`config.mk`:
```
export PLATFORM = sky130hd
export DESIGN_NAME = knowles_pipe_adder
export DESIGN_NICKNAME = d
export VERILOG_FILES = /design/src/rtl/knowles_pipe_adder.sv
export SDC_FILE = /design/constraint.sdc
export NUM_CORES = 1
export LEC_CHECK = 0
export ABC_AREA = 1
export CAP_MARGIN = 5
export CELL_PAD_IN_SITES_DETAIL_PLACEMENT = 0
export CELL_PAD_IN_SITES_GLOBAL_PLACEMENT = 1
export CORE_ASPECT_RATIO = 0.6
export CORE_MARGIN = 1
export CORE_UTILIZATION = 30
export CTS_BUF_LIST = sky130_fd_sc_hd__clkbuf_8 sky130_fd_sc_hd__clkbuf_16
export CTS_CLUSTER_SIZE = 8
export DETAILED_ROUTE_END_ITERATION = 8
export GPL_ROUTABILITY_DRIVEN = 0
export PLACE_DENSITY = 0.74
export RECOVER_POWER = 50
export SETUP_SLACK_MARGIN = 0.4
export SYNTH_ARGS = -nofsm -noshare
export SYNTH_HDL_FRONTEND = slang
export SYNTH_SLANG_ARGS = --single-unit
```
`constraint.sdc`:
```
create_clock -name clk -period 1.25 [get_ports clk]
set_clock_uncertainty 0.2 [all_clocks]
set_input_delay 0.125 -clock clk [delete_from_list [all_inputs] [get_ports clk]]
set_output_delay 0.125 -clock clk [all_outputs]
set_load 0.02 [all_outputs]
```
`src/rtl/knowles_pipe_adder.sv`:
```
// knowles_pipe_adder: parametrised, pipelined radix-2 Knowles prefix adder.
// Supports add/subtract, produces a signed-overflow flag, and uses a valid/ready
// handshake on both sides. Index 0 of the prefix vectors holds the carry-in.
// Index i (1..WIDTH-1) holds operand bit i. The prefix tree does not combine
// the top bit, WIDTH. A register may follow any prefix stage, and a result
// register always sits at the output.
module knowles_pipe_adder #(
    parameter int                       WIDTH     = 32,
    parameter int                       FANOUT    = 1,
    parameter logic [$clog2(WIDTH)-1:0] PIPE_MASK = '0
) (
    input  logic             clk,
    input  logic             rst_n,
    input  logic             in_valid,
    output logic             in_ready,
    input  logic [WIDTH:1]   A,
    input  logic [WIDTH:1]   B,
    input  logic             Ci,
    input  logic             Sub,
    output logic             out_valid,
    input  logic             out_ready,
    output logic [WIDTH:1]   S,
    output logic             Co,
    output logic             V
);

    localparam int N = $clog2(WIDTH);

    // Fanout used by prefix stage k. It is capped at the group size of that stage.
    function automatic int fan(input int k);
        int half;
        half = 1 << (k - 1);
        return (FANOUT < half) ? FANOUT : half;
    endfunction

    // Index of the lower node that feeds node i at prefix stage k.
    function automatic int lower_idx(input int k, input int i);
        return (i | (fan(k) - 1)) - (1 << (k - 1));
    endfunction

    // Returns 1 when node i already spans down to index 0 after k prefix stages.
    function automatic logic resolved(input int k, input int i);
        int lo  [WIDTH];
        int nxt [WIDTH];
        int j;
        for (int x = 0; x < WIDTH; x++) lo[x] = x;
        for (int s = 1; s <= k; s++) begin
            for (int x = 0; x < WIDTH; x++) begin
                nxt[x] = lo[x];
                if (lo[x] != 0) begin
                    j = lower_idx(s, x);
                    if (j >= 0) nxt[x] = lo[j];
                end
            end
            lo = nxt;
        end
        return lo[i] == 0;
    endfunction

    // Returns 1 when a pipeline register follows prefix stage k. The last stage
    // never gets one here, because the output register takes its place.
    function automatic logic has_reg(input int k);
        logic r;
        r = 1'b0;
        if (k >= 1 && k < N) r = PIPE_MASK[k-1];
        return r;
    endfunction

    // A single advance signal drives every stage, so the whole pipe shifts or holds together.
    logic adv;
    assign adv      = out_ready | ~out_valid;
    assign in_ready = adv;

    logic [WIDTH:1] bx;
    logic           c0;
    assign bx = Sub ? ~B : B;
    assign c0 = Sub | Ci;

    for (genvar k = 0; k <= N; k++) begin : stg
        // Comb outputs of stage k, then the same values after the optional register.
        logic [WIDTH-1:0] g, p, g_q, p_q;
        logic [WIDTH:1]   pb, pb_q;
        logic             a_w, bx_w, v, a_w_q, bx_w_q, v_q;

        if (k == 0) begin : bitwise
            assign g    = {A[WIDTH-1:1] & bx[WIDTH-1:1], c0};
            assign p    = {A[WIDTH-1:1] ^ bx[WIDTH-1:1], 1'b0};
            assign pb   = A ^ bx;
            assign a_w  = A[WIDTH];
            assign bx_w = bx[WIDTH];
            assign v    = in_valid;
        end else begin : prefix
            assign pb   = stg[k-1].pb_q;
            assign a_w  = stg[k-1].a_w_q;
            assign bx_w = stg[k-1].bx_w_q;
            assign v    = stg[k-1].v_q;
            for (genvar i = 0; i < WIDTH; i++) begin : node
                if (resolved(k - 1, i) || (lower_idx(k, i) < 0)) begin : pass
                    assign g[i] = stg[k-1].g_q[i];
                    assign p[i] = stg[k-1].p_q[i];
                end else if (resolved(k - 1, lower_idx(k, i))) begin : g_only
                    localparam int J = lower_idx(k, i);
                    assign g[i] = stg[k-1].g_q[i] | (stg[k-1].p_q[i] & stg[k-1].g_q[J]);
                    assign p[i] = 1'b0;
                end else begin : g_and_p
                    localparam int J = lower_idx(k, i);
                    assign g[i] = stg[k-1].g_q[i] | (stg[k-1].p_q[i] & stg[k-1].g_q[J]);
                    assign p[i] = stg[k-1].p_q[i] & stg[k-1].p_q[J];
                end
            end
        end

        if (has_reg(k)) begin : pipe_reg
            // Valid bit of this boundary: cleared by reset, shifts on advance.
            always_ff @(posedge clk or negedge rst_n) begin
                if (!rst_n) begin
                    v_q <= 1'b0;
                end else if (adv) begin
                    // NOTE: non-blocking so each stage captures its predecessor's pre-edge value.
                    v_q <= v;
                end
            end

            // NOTE: datapath bits have no reset; they are meaningless while v_q is low.
            // Datapath payload of this boundary: shifts on advance and holds on stall.
            always_ff @(posedge clk) begin
                if (adv) begin
                    g_q    <= g;
                    p_q    <= p;
                    pb_q   <= pb;
                    a_w_q  <= a_w;
                    bx_w_q <= bx_w;
                end
            end
        end else begin : no_reg
            assign g_q    = g;
            assign p_q    = p;
            assign pb_q   = pb;
            assign a_w_q  = a_w;
            assign bx_w_q = bx_w;
            assign v_q    = v;
        end
    end

    // The output logic forms the sum, carry-out and overflow from the fully resolved prefix carries.
    logic [WIDTH:1] s_c;
    logic           co_c, v_c;
    assign s_c  = stg[N].pb_q ^ stg[N].g_q;
    assign co_c = (stg[N].a_w_q & stg[N].bx_w_q) | (stg[N].pb_q[WIDTH] & stg[N].g_q[WIDTH-1]);
    assign v_c  = (stg[N].a_w_q == stg[N].bx_w_q) & (s_c[WIDTH] != stg[N].a_w_q);

    // The last-stage group propagate is not needed once every carry is resolved.
    logic unused_p;
    assign unused_p = ^stg[N].p_q;

    // Result register: loads only valid results, so bubbles and stalls leave S/Co/V untouched.
    always_ff @(posedge clk or negedge rst_n) begin
        if (!rst_n) begin
            out_valid <= 1'b0;
            S         <= '0;
            Co        <= 1'b0;
            V         <= 1'b0;
        end else if (adv) begin
            out_valid <= stg[N].v_q;
            if (stg[N].v_q) begin
                S  <= s_c;
                Co <= co_c;
                V  <= v_c;
            end
        end
    end

endmodule
```
# Word level (Yosys, flattened, before mapping)
# Cells that the tools add are included.
classes:
  n_addsub: 0
  n_mul: 0
  n_div: 0
  magnitude_cmp: 0
  n_eq_ne: 2
  n_shift: 0
  n_mux: 1
  bitwise_logic: 368
  reduce_logical: 1
op_table:
  columns: ["cell", "n"]
  rows:
  - ["AND 1 bit", 230]
  - ["OR 1 bit", 132]
  - ["bitwise XOR 32 bit", 2]
  - ["2-to-1 mux 32 bit", 1]
  - ["inverter 32 bit", 1]
  - ["AND 31 bit", 1]
  - ["bitwise XOR 31 bit", 1]
  - ["AND reduction 2 bit", 1]
  - ["equality test 1 bit", 1]
  - ["inequality test 1 bit", 1]
  - ["inverter 1 bit", 1]
totals:
  regBits: 35
  latch_bits: 0
  mem_bits_rw: 0
  rom_bits: 0
  input_bits: 70
  out_inout_bits: 36
  elab_cells: 376
  n_memories: 0

# Logic depth before layout (Yosys ltp)
# Gate-level depths: netlist of run 1.
logic_depth:
  ltp_word: 16
  ltp_mapped: 18
  depth_no_buf: 17

# Worst setup path after synthesis of run 1
# Ideal clock, no wire load.
synth_path:
  path_type: "input to register"
  startpoint: "input port Sub"
  endpoint: "register V"
  setup_ps: 124
  arrival_time_ps: 2436
  t_required_ps: 926
  setup_slack_ps: -1510
  path_stages: 16
  path_buffers: 2
  path_cell_list: "buf_4 buf_2 xor2_1 ha_1 nand2_1 inv_1 a21oi_1 nand3_1 nand2_1 nand2_1 nand2_1 nand3_1 fa_1 a21oi_1 o211ai_1 nand2_1"
synth_between:
  elab_chain_len: 15
  word_cells_on_any_way: 97
  cone_classes: "2 x eq/ne; 1 x mux; 94 x bitwise"
synth_lines:
  columns: ["item", "line_no", "text"]
  rows:
  - ["start, declared", "19", "input logic Sub,"]
  - ["2-to-1 mux 32 bit", "76", "assign bx = Sub ? ~B : B;"]
  - ["bitwise XOR 31 bit", "87", "assign p = {A[WIDTH-1:1] ^ bx[WIDTH-1:1], 1'b0};"]
  - ["AND 1 bit", "103", "assign g[i] = stg[k-1].g_q[i] | (stg[k-1].p_q[i] & stg[k-1].g_q[J]);"]
  - ["OR 1 bit", "103", null]
  - ["AND 1 bit", "103", null]
  - ["OR 1 bit", "103", null]
  - ["AND 1 bit", "103", null]
  - ["OR 1 bit", "103", null]
  - ["AND 1 bit", "103", null]
  - ["OR 1 bit", "103", null]
  - ["AND 1 bit", "103", null]
  - ["OR 1 bit", "103", null]
  - ["bitwise XOR 32 bit *", "148", "assign s_c = stg[N].pb_q ^ stg[N].g_q;"]
  - ["net s_c (one bit)", "146", "logic [WIDTH:1] s_c;"]
  - ["inequality test 1 bit *", "150", "assign v_c = (stg[N].a_w_q == stg[N].bx_w_q) & (s_c[WIDTH] != stg[N].a_w_q);"]
  - ["AND 1 bit *", "150", null]
  - ["end signal, assigned", "168", "V <= v_c;"]
  - ["end, declared", "24", "output logic V"]
# Mark *: on every way through the listed nets, which the timed path passes. The rest lies on a longest branch.
# A chain may end at the register's enable or synchronous reset.

# Worst setup path after layout of run 1
layout_path:
  startpoint: "input port A[17] in the netlist's numbering"
  endpoint: "register V"
layout_between:
  elab_chain_len: 13
  word_cells_on_any_way: 19
  cone_classes: "1 x eq/ne; 18 x bitwise"
layout_lines:
  columns: ["item", "line_no", "text"]
  rows:
  - ["start, declared", "16", "input logic [WIDTH:1] A,"]
  - ["bitwise XOR 31 bit", "87", null]
  - ["AND 1 bit", "107", "assign g[i] = stg[k-1].g_q[i] | (stg[k-1].p_q[i] & stg[k-1].g_q[J]);"]
  - ["OR 1 bit", "107", null]
  - ["AND 1 bit", "107", null]
  - ["OR 1 bit", "107", null]
  - ["AND 1 bit", "107", null]
  - ["OR 1 bit", "107", null]
  - ["AND 1 bit", "107", null]
  - ["OR 1 bit", "107", null]
  - ["OR 1 bit *", "103", null]
  - ["bitwise XOR 32 bit *", "148", null]
  - ["net s_c (one bit)", "146", null]
  - ["inequality test 1 bit *", "150", null]
  - ["AND 1 bit *", "150", null]
# Marked as above.

==> out/qor.csv, run 1 <==
metric,value,unit
outcome,"complete, but fails checks",
failing checks,negative setup slack,
"commonest non-fill, non-tap cell in the layout",nand2_1,
CTS Buffer Depth,2,
footprint of the multi-input gates,3490,um2
Setup crit end kind,flip-flop,
Layout area overhead,107,%
syn_nets,765,
cell family with most CP delay,adder cells,
CP required,1.21,ns
ratio of final minimum period to clock period,206,%
Crit Path Max Fanout,3,
I/O pins,106,
Crit Path Category,in -> reg,
Pwr per Cell Area,1140,nW/um2
final global-route overflow total,0,
FF/Latch Area,877,um2
worst slew pin tran,0.763,ns
sw frac,38.6,%
# diodes,0,
Root Driver,clkbuf_16,
Crit Reg-Reg Endpoint,S[26],
Mapped Area,3970,um2
sequential share of the synthesized area,22.1,%
RSZ-0062 raised after global routing,true,
Int Power,0.00574,W
die area,13700,um2
Final Critical Period,2.58,ns
met1 usage,35.9,%
DP Worst Slack,-1.81,ns
Vias,5176,
per-cell routed wire length,14.2,um
met3 usage,1.91,%
fill count,1088,
initial antenna violation count,0,
Peak supply drop,0.682,mV
initial core utilization,30.9,%
CP startpoint kind,primary input,
H-tree levels,2,
Static Leak,4.51,nW
Ys Warns,0,
clock sink count,35,
most frequent cells in the layout,"nand2_1, buf_4, inv_1",
GRT Util Overall,22.7,%
largest stage delay on the critical path,0.58,ns
IO Port Bufs,105,
Worst path most repeated cell,nand2_2,
DRT antenna net count,0,
Worst Reg-to-Reg Cells,6,
Rel. slew slack,49.2,%
Most Crowded Layer GR,met1,
sequential power share,18.2,%
Final Hold Fails,0,
initial DRC count,183,
Die Ht,91.1,um
chip width,150,um
Rows,32,
CP max-delay cell,fa_1,
Synth cell types,25,
Final Core Density,63.8,%
grt met2 use,33.3,%
Worst-path clk slew,0.05,ns
Post-CTS Hold Buffers,0,
Overall Power,0.00934,W
"Clk Latency, worst-skew pair",0.28,ns
worst-path cell chain,clkdlybuf4s50_1 -> ha_4 -> nand2_1 -> nand2_2 -> a21oi_2 -> nand2_2 -> a21oi_4 -> nand2_2 -> nand2_2 -> nand3_2 -> fa_1 -> a21oi_1 -> o211ai_1 -> nand2_1,
Clk network pwr share,17.1,%
Gate power share,64.8,%
crit path buf inv count,1,
Detailed Routing Iterations Pass 1,5,
Num CTS Buffers,5,
final-report max-slew violation count,0,
Remaining DRCs,0,
post-route setup TNS,-34.31,ns
CTS tree,built,
Total Wirelength,16200,um
setup ws final,-1.33,ns
critical path depth,14,
"Arr. time, crit path",2.54,ns
via/cell ratio,4.54,
max-cap violation count,0,
CP Capture Point,V,
#FFs+latches synth,35,
number of global-route vias before repair,4840,
final setup violation count,35,
Syn Inst Count,661,
Core Area,12900,um2
Final #Nets,1073,
largest net degree at the start of global routing,36,
reg2reg setup slack,-0.18,ns
Switch Pwr,0.00360,W
first-pass GRT wire length,24300,um
Reg-to-Reg Start,out_valid,
f_max,0.388,GHz
DPL Wire Length,11200,um
layout cells sized above 1,44.9,%
Min-Delay Path Class,in -> async,
Worst Setup SP,A[17],
mean post-synth cell area,6.00,um2
cell families (layout without fill, tap and decap cells):
family                     Yosys count  in the layout  share of synthesized area [%]
and+or+nand+nor                    372            372                           38.2
xor gates and xnor gates            46             46                           10.2
adders and majority gates           34             34                           11.1
AOI/OAI and AO/OA                   46             46                           6.00
buffers and inverters              128            437                           12.4
DFF                                 35             35                           22.1
repair_timing:
action | 4_1_cts | 5_1_grt
buffers inserted | 65 | 28
setup endpoints to repair | 71 | 71
gates resized for setup | 396 | 111
pin swaps | 130 | 87
gates cloned | 5 | 0
metal layers:
| layer | up-vias | routed length, um | part of all wire [%] |
|---|---|---|---|
| li1 | 2614 | - | - |
| met1 | 2369 | 8050 | 50 |
| met2 | 168 | 6950 | 43 |
| met3 | 25 | 1000 | 6.2 |
| met4 | 0 | 243 | 1.5 |
| met5 | - | 0 | 0 |
worst min path at each step:
stage           from     to  slack, ns  depth (start not counted)
2_1_floorplan  rst_n     Co      -0.37                          0
3_3_place_gp   S[26]  S[26]       0.25                          2
3_5_place_dp   S[31]  S[31]       0.27                          2
4_1_cts        rst_n   S[7]       0.03                          2
5_1_grt         A[1]   S[1]       0.26                          4
6_report       rst_n   S[5]       0.20                          2
cell type report:
type	instances	share of cell area (%)
Tap cell	170	2.59
Multi-Input combinational cell	498	42.5
Inverter	118	5.43
Clock inverter	3	0.824
Clock buffer	5	1.53
Timing Repair Buffer	311	36.4
Sequential cell	35	10.7
stage by stage:
stage,cell area [um2],instances,hold WS [ns]
after floorplan,4120,661,-0.371
after global placement,6130,1034,0.254
after detailed placement,6130,1034,0.275
after CTS,7510,1112,0.0312
after global routing,8200,1140,0.258
final,8200,1140,0.201
Yosys cell counts:
master	number	area (um2)
xor2_1	32	280
buf_2	3	15.0
nand3_1	34	170
o21ai_1	5	25.0
nand3b_1	7	52.6
nand4_1	3	18.8
inv_1	116	435
xnor2_1	14	123
inv_2	1	3.75
and2_1	1	6.26
nand2_2	10	62.6
nor2_1	42	158
buf_4	2	15.0
clkinv_1	1	3.75
clkbuf_1	5	18.8
o211ai_1	1	7.51
nand2_1	270	1010
fa_1	2	40.0
dfrtp_1	35	876
nor3_1	3	15.0
a21oi_1	25	125
o21ai_0	13	65.1
ha_1	32	400
o21bai_1	2	15.0
nand3_2	2	20.0
power groups by stage:
stage	Combinational, W	Clock (W)	Sequential, W
after floorplan	0.00178	0	0.00199
after global placement	0.00423	0	0.00164
after detailed placement	0.00427	0	0.00165
after CTS	0.00531	0.00162	0.00169
after global routing	0.00651	0.00166	0.00172
final	0.00605	0.00159	0.00170
sequential cells by signal (all words and copies together), names as in the netlist:
signal / cells
V: 1
Co: 1
S: 32
out_valid: 1
Power figures use the tool's default switching activity.
==> inputs of run 2 (changes only) <==
Settings changed: CAP_MARGIN 5 to 20.
==> results of run 2 <==
The final DEF is identical to that of run 1; final timing and power are the same.
==> inputs of run 3 (changes only) <==
Settings changed: HOLD_SLACK_MARGIN from default to 0.03.
==> results of run 3 <==
The final DEF is identical to that of run 1; final timing and power are the same.
